`config.mk`:
```
export PLATFORM = sky130hd
export DESIGN_NAME = sme_share_codec
export DESIGN_NICKNAME = d
export VERILOG_FILES = /design/src/rtl/sme_share_codec_pkg.sv /design/src/rtl/sme_share_codec_lfsr32.sv /design/src/rtl/sme_share_codec.sv
export SDC_FILE = /design/constraint.sdc
export NUM_CORES = 1
export LEC_CHECK = 0
export CAP_MARGIN = 10
export CORE_ASPECT_RATIO = 0.7
export CORE_UTILIZATION = 40
export DETAILED_ROUTE_END_ITERATION = 7
export PLACE_DENSITY = 0.72
export SLEW_MARGIN = 20
export SYNTH_ARGS = -nofsm -noshare
export SYNTH_HDL_FRONTEND = slang
export SYNTH_SLANG_ARGS = --single-unit
```
`constraint.sdc`:
```
create_clock -name g_clk -period 3.5 [get_ports g_clk]
set_input_delay 1.05 -clock g_clk [delete_from_list [all_inputs] [get_ports g_clk]]
set_output_delay 1.05 -clock g_clk [all_outputs]
set_load 0.005 [all_outputs]
```
`src/rtl/sme_share_codec_pkg.sv`:
```
// Shared definitions for the SME masked-datapath boundary codec:
// datapath width, codec FSM states and the Galois LFSR step function.
package sme_pkg;

    localparam int unsigned XLEN = 32;

    typedef enum logic [1:0] {
        IDLE,
        GEN,
        RSP
    } sme_codec_state_t;

    localparam logic [31:0] SME_LFSR_TAPS = 32'h8020_0003;

    // One Galois step: shift right, fold the taps in when bit 0 falls out.
    function automatic logic [31:0] sme_lfsr_step(input logic [31:0] s);
        return (s >> 1) ^ (s[0] ? SME_LFSR_TAPS : 32'h0000_0000);
    endfunction

endpackage

```
`src/rtl/sme_share_codec_lfsr32.sv`:
```
// 32-bit Galois LFSR register with load and step controls.
// o_next is the value produced by one step from the effective source
// (the load value when loading, otherwise the current state), i.e. the
// fresh random word available this cycle.
module sme_lfsr32
    import sme_pkg::*;
#(
    parameter logic [31:0] SEED = 32'h0000_0001
) (
    input  logic        i_clk,
    input  logic        i_rst_n,
    input  logic        i_step,
    input  logic        i_load,
    input  logic [31:0] i_load_data,
    output logic [31:0] o_state,
    output logic [31:0] o_next
);

    logic [31:0] r_state;

    assign o_state = r_state;
    assign o_next  = sme_lfsr_step(i_load ? i_load_data : r_state);

    // Load has priority over stepping; reset returns to the seed.
    always_ff @(posedge i_clk or negedge i_rst_n) begin
        if (!i_rst_n) begin
            r_state <= SEED;
        end else if (i_load) begin
            r_state <= i_load_data;
        end else if (i_step) begin
            r_state <= sme_lfsr_step(r_state);
        end
    end

endmodule

```
`src/rtl/sme_share_codec.sv`:
```
// Boundary codec between plain words and D-share Boolean masking.
// MASK: one fresh LFSR share per GEN cycle, share 0 closes the XOR.
// UNMASK: XOR of all input shares, answered after a single cycle.
module sme_share_codec
    import sme_pkg::*;
#(
    parameter int unsigned D    = 4,
    parameter logic [31:0] SEED = 32'h0000_0001
) (
    input  logic                   g_clk,
    input  logic                   g_resetn,
    output logic                   g_clk_req,
    input  logic                   req_valid,
    output logic                   req_ready,
    input  logic                   req_op,
    input  logic [XLEN-1:0]        req_data,
    input  logic [D-1:0][XLEN-1:0] req_shares,
    output logic                   rsp_valid,
    input  logic                   rsp_ready,
    output logic [XLEN-1:0]        rsp_data,
    output logic [D-1:0][XLEN-1:0] rsp_shares,
    input  logic                   reseed_valid,
    input  logic [XLEN-1:0]        reseed_data
);

    localparam int unsigned    KW     = (D > 1) ? $clog2(D) : 1;
    localparam logic [KW-1:0]  K_LAST = KW'(D - 1);

    sme_codec_state_t        r_state;
    logic [KW-1:0]           r_k;
    logic [XLEN-1:0]         r_acc;
    logic                    r_rsp_valid;
    logic [XLEN-1:0]         r_rsp_data;
    logic [D-1:0][XLEN-1:0]  r_rsp_shares;

    logic                    w_reseed;
    logic                    w_gen;
    logic [XLEN-1:0]         w_rand;
    logic [XLEN-1:0]         w_lfsr_state;
    logic [XLEN-1:0]         w_unmask;

    assign w_reseed   = reseed_valid && (reseed_data != '0);
    assign w_gen      = (r_state == GEN);
    assign req_ready  = (r_state == IDLE);
    assign g_clk_req  = (r_state != IDLE) || req_valid;
    assign rsp_valid  = r_rsp_valid;
    assign rsp_data   = r_rsp_data;
    assign rsp_shares = r_rsp_shares;

    // A same-cycle reseed replaces the source, so w_rand is step(reseed_data).
    sme_lfsr32 #(
        .SEED (SEED)
    ) u_lfsr (
        .i_clk       (g_clk),
        .i_rst_n     (g_resetn),
        .i_step      (w_gen),
        .i_load      (w_reseed),
        .i_load_data (reseed_data),
        .o_state     (w_lfsr_state),
        .o_next      (w_rand)
    );

    // Recombine the incoming shares for UNMASK.
    always_comb begin
        w_unmask = '0;
        for (int unsigned i = 0; i < D; i++) begin
            w_unmask = w_unmask ^ req_shares[i];
        end
    end

    // Codec FSM with registered response outputs.
    always_ff @(posedge g_clk or negedge g_resetn) begin
        if (!g_resetn) begin
            r_state      <= IDLE;
            r_k          <= '0;
            r_acc        <= '0;
            r_rsp_valid  <= 1'b0;
            r_rsp_data   <= '0;
            r_rsp_shares <= '0;
        end else begin
            case (r_state)
                IDLE: begin
                    if (req_valid) begin
                        r_rsp_shares <= '0;
                        if (req_op) begin
                            r_rsp_data  <= w_unmask;
                            r_rsp_valid <= 1'b1;
                            r_state     <= RSP;
                        end else begin
                            r_rsp_data <= '0;
                            r_acc      <= req_data;
                            r_k        <= KW'(1);
                            if (D == 1) begin
                                r_rsp_shares[0] <= req_data;
                                r_rsp_valid     <= 1'b1;
                                r_state         <= RSP;
                            end else begin
                                r_state <= GEN;
                            end
                        end
                    end
                end
                GEN: begin
                    for (int unsigned i = 1; i < D; i++) begin
                        if (r_k == KW'(i)) begin
                            r_rsp_shares[i] <= w_rand;
                        end
                    end
                    r_acc <= r_acc ^ w_rand;
                    r_k   <= r_k + KW'(1);
                    if (r_k == K_LAST) begin
                        r_rsp_shares[0] <= r_acc ^ w_rand;
                        r_rsp_data      <= '0;
                        r_rsp_valid     <= 1'b1;
                        r_state         <= RSP;
                    end
                end
                RSP: begin
                    if (rsp_ready) begin
                        r_rsp_valid <= 1'b0;
                        r_state     <= IDLE;
                    end
                end
                default: r_state <= IDLE;
            endcase
        end
    end

    // Zero is the LFSR's only fixed point; a nonzero seed and rejected
    // zero reseeds must keep the register out of it.
    a_lfsr_nonzero : assert property (@(posedge g_clk) disable iff (!g_resetn)
        (w_lfsr_state != '0));

endmodule

```
==> reports/metrics.yaml <==
hold_path.class: "reg2reg"
start_util: 0.415
leakage_nw: 6.48
io_pins: 361
drc: 0
reg2regPathDepth: 6
drt_iter0_markers: 624
maxSlewHeadroom: 0.438
design.die.area_um2: 26600
syn_to_final_growth_pct: 46.5
nNetsFinal: 1541
cp.arrival_ns: 2.29
cts-root-buf: "clkbuf_16"
wire_per_inst_um: 20.5
cts_resized: 0
r2r-start: "r_state[1]"
setup_viol_count_final: 0
place_inst: 1641
rows: 48
rsz0062_at_grt: "false"
ys_ff_latch: 229
synth_top_area_cell: "dfrtp_1"
power_density_nw_per_um2: 787
cts_setup_buffers: 0
whs_endpoint: "rsp_shares[77]"
die_w_um: 195
max_cap_viol_count: 0
filler_cell_count: 2078
cp-start-kind: "input pin"
clk-insertion-delay-late_ns: 0.50
crit_fanout: 4
clkSinkCount: 229
fmax_mhz: 300
worstHoldStart: "rsp_shares[77]"
path_clk_slew_ns: 0.07
drtPass1Iterations: 5
post-route-period-util: 0.953
finalSetupTns_ns: 0
yosys-top-cells-area: "dfrtp_1, o21ai_0, nand2_1, xnor2_1, xor2_1"
regArea_um2: 5730
cts_buffers: 22
grt_pass1_wl_um: 53000
grt_overflow: 0
synth_fp_nets: 1191
multiInputGateArea_um2: 4410
fin_cells: 1680
drive_above_1_share: 0.0753
async_flop_share: 1.00
seq_area_frac_synth: 0.552
synthFlopType: "dfrtp_1"
place_congestion: 0.867
status: "completed"
critPathKind: "in2out"
n_antenna_cell: 0
antenna_found_initial: 2
synth_top_area_frac: 0.550
hold_path_depth: 2
via_count: 8792
period_needed_ns: 3.34
timing.rr.end: "r_acc[3]"
final_cell_mix: "clkdlybuf4s50_1, dfrtp_1, nand2_1, o21ai_0, xnor2_1"
grt_usage: 0.260
hold_viol: 0
synthCells: 990
h-tree-depth: 1
antenna_left: 0
grt_max_degree: 91
dp_hpwl_um: 25200
crit_path_end_kind: "primary output"
cts_tree: "done"
coreArea_um2: 25000
slew_violations: 0
cts_hold_buffers: 0
critPathRequiredTime_ns: 2.45
syn_area_per_cell_um2: 10.5
ys_warn_count: 0
chipHeight_um: 137
rrSetupSlack_ns: 1.22
grt_pass1_vias: 8994
wl_um: 34500
ir_drop_mv: 0.345
ys_types: 40
worst_slew_pin_slew_ns: 0.835
finClkSkew_ns: 0.0131
cts_buffer_depth: 3
vias_per_cell: 5.23
final_common_cell: "clkdlybuf4s50_1"
synth_edf_count: 0
syn_area_um2: 10400
port_buffers: 360
## worst max-delay path, stage by stage
cell and delay [ns]:
clkdlybuf4s50_1 0.46, or3_1 0.33, clkdlybuf4s50_1 0.45
## metrics by stage
stage	utilization	setup slack, ns	power [W]	hold slack, ns	instance area (um2)
after floorplan	-	0.923	0.00657	0.473	10400
after global placement	0.577	0.108	0.00934	0.459	14400
after detailed placement	0.577	0.0726	0.00947	0.470	14400
after CTS	0.607	0.154	0.0120	0.484	15200
after global routing	0.607	0.144	0.0127	0.501	15200
final	0.607	0.163	0.0120	0.477	15200
## cell type report
| cell class | instances | share of cell area |
|---|---|---|
| Clock buffer | 36 | 0.0444 |
| Sequential cell | 229 | 0.377 |
| Inverter | 4 | 0.000987 |
| Timing Repair Buffer | 388 | 0.255 |
| Tap cell | 325 | 0.0267 |
| Multi-Input combinational cell | 695 | 0.290 |
| Clock inverter | 3 | 0.00592 |
## sequential cells by signal (all words and copies together) (netlist names)
register / count
r_k: 2
r_state: 2
rsp_valid: 1
u_lfsr.o_state: 32
rsp_shares: 128
r_acc: 32
rsp_data: 32
## cells in the mapped netlist, types with 5 or more instances
master / count
nor2_1: 11
o21ai_1: 45
and3_1: 30
mux2_2: 6
a22o_1: 32
buf_2: 5
nand2_1: 171
xnor2_1: 70
mux2i_1: 31
nor4_1: 6
a21oi_1: 31
clkbuf_1: 51
a21boi_0: 5
dfrtp_1: 228
a21boi_2: 24
xor2_1: 65
o21ai_0: 138
## cell families (layout without fill, tap and decap cells)
| kind of cell | after synthesis | in the layout | share of synthesized area |
|---|---|---|---|
| compound gates | 290 | 290 | 0.172 |
| buf+inv | 66 | 431 | 0.0268 |
| flops | 229 | 229 | 0.552 |
| xor+xnor | 135 | 135 | 0.114 |
| fa+ha+maj | 3 | 3 | 0.00362 |
| mux | 37 | 37 | 0.0364 |
| simple gates | 230 | 230 | 0.0957 |
## how the worst max path moves through the flow
stage | startpoint | cells past startpoint | slack [ns] | endpoint
floorplan | reseed_data[0] | 8 | 0.92 | r_acc[0]
global placement | reseed_data[12] | 7 | 0.11 | rsp_shares[97]
detailed placement | reseed_data[12] | 8 | 0.07 | r_acc[0]
CTS | req_valid | 3 | 0.15 | g_clk_req
global route | req_valid | 3 | 0.14 | g_clk_req
finish | req_valid | 3 | 0.16 | g_clk_req
## where the power goes
part | total (W) | internal [W] | switching (W)
combinational | 0.00501 | 0.00256 | 0.00246
clock | 0.00253 | 0.00153 | 0.000993
sequential | 0.00443 | 0.00369 | 0.000739
## routing by layer
layer	GRT usage	routed length (um)	vias to the layer above
met5	0	0	-
li1	-	-	4077
met2	0.403	15400	350
met3	0.0766	3030	38
met4	0.0507	534	0
met1	0.363	15500	4327
No activity file was read; power rests on OpenSTA's default activity.
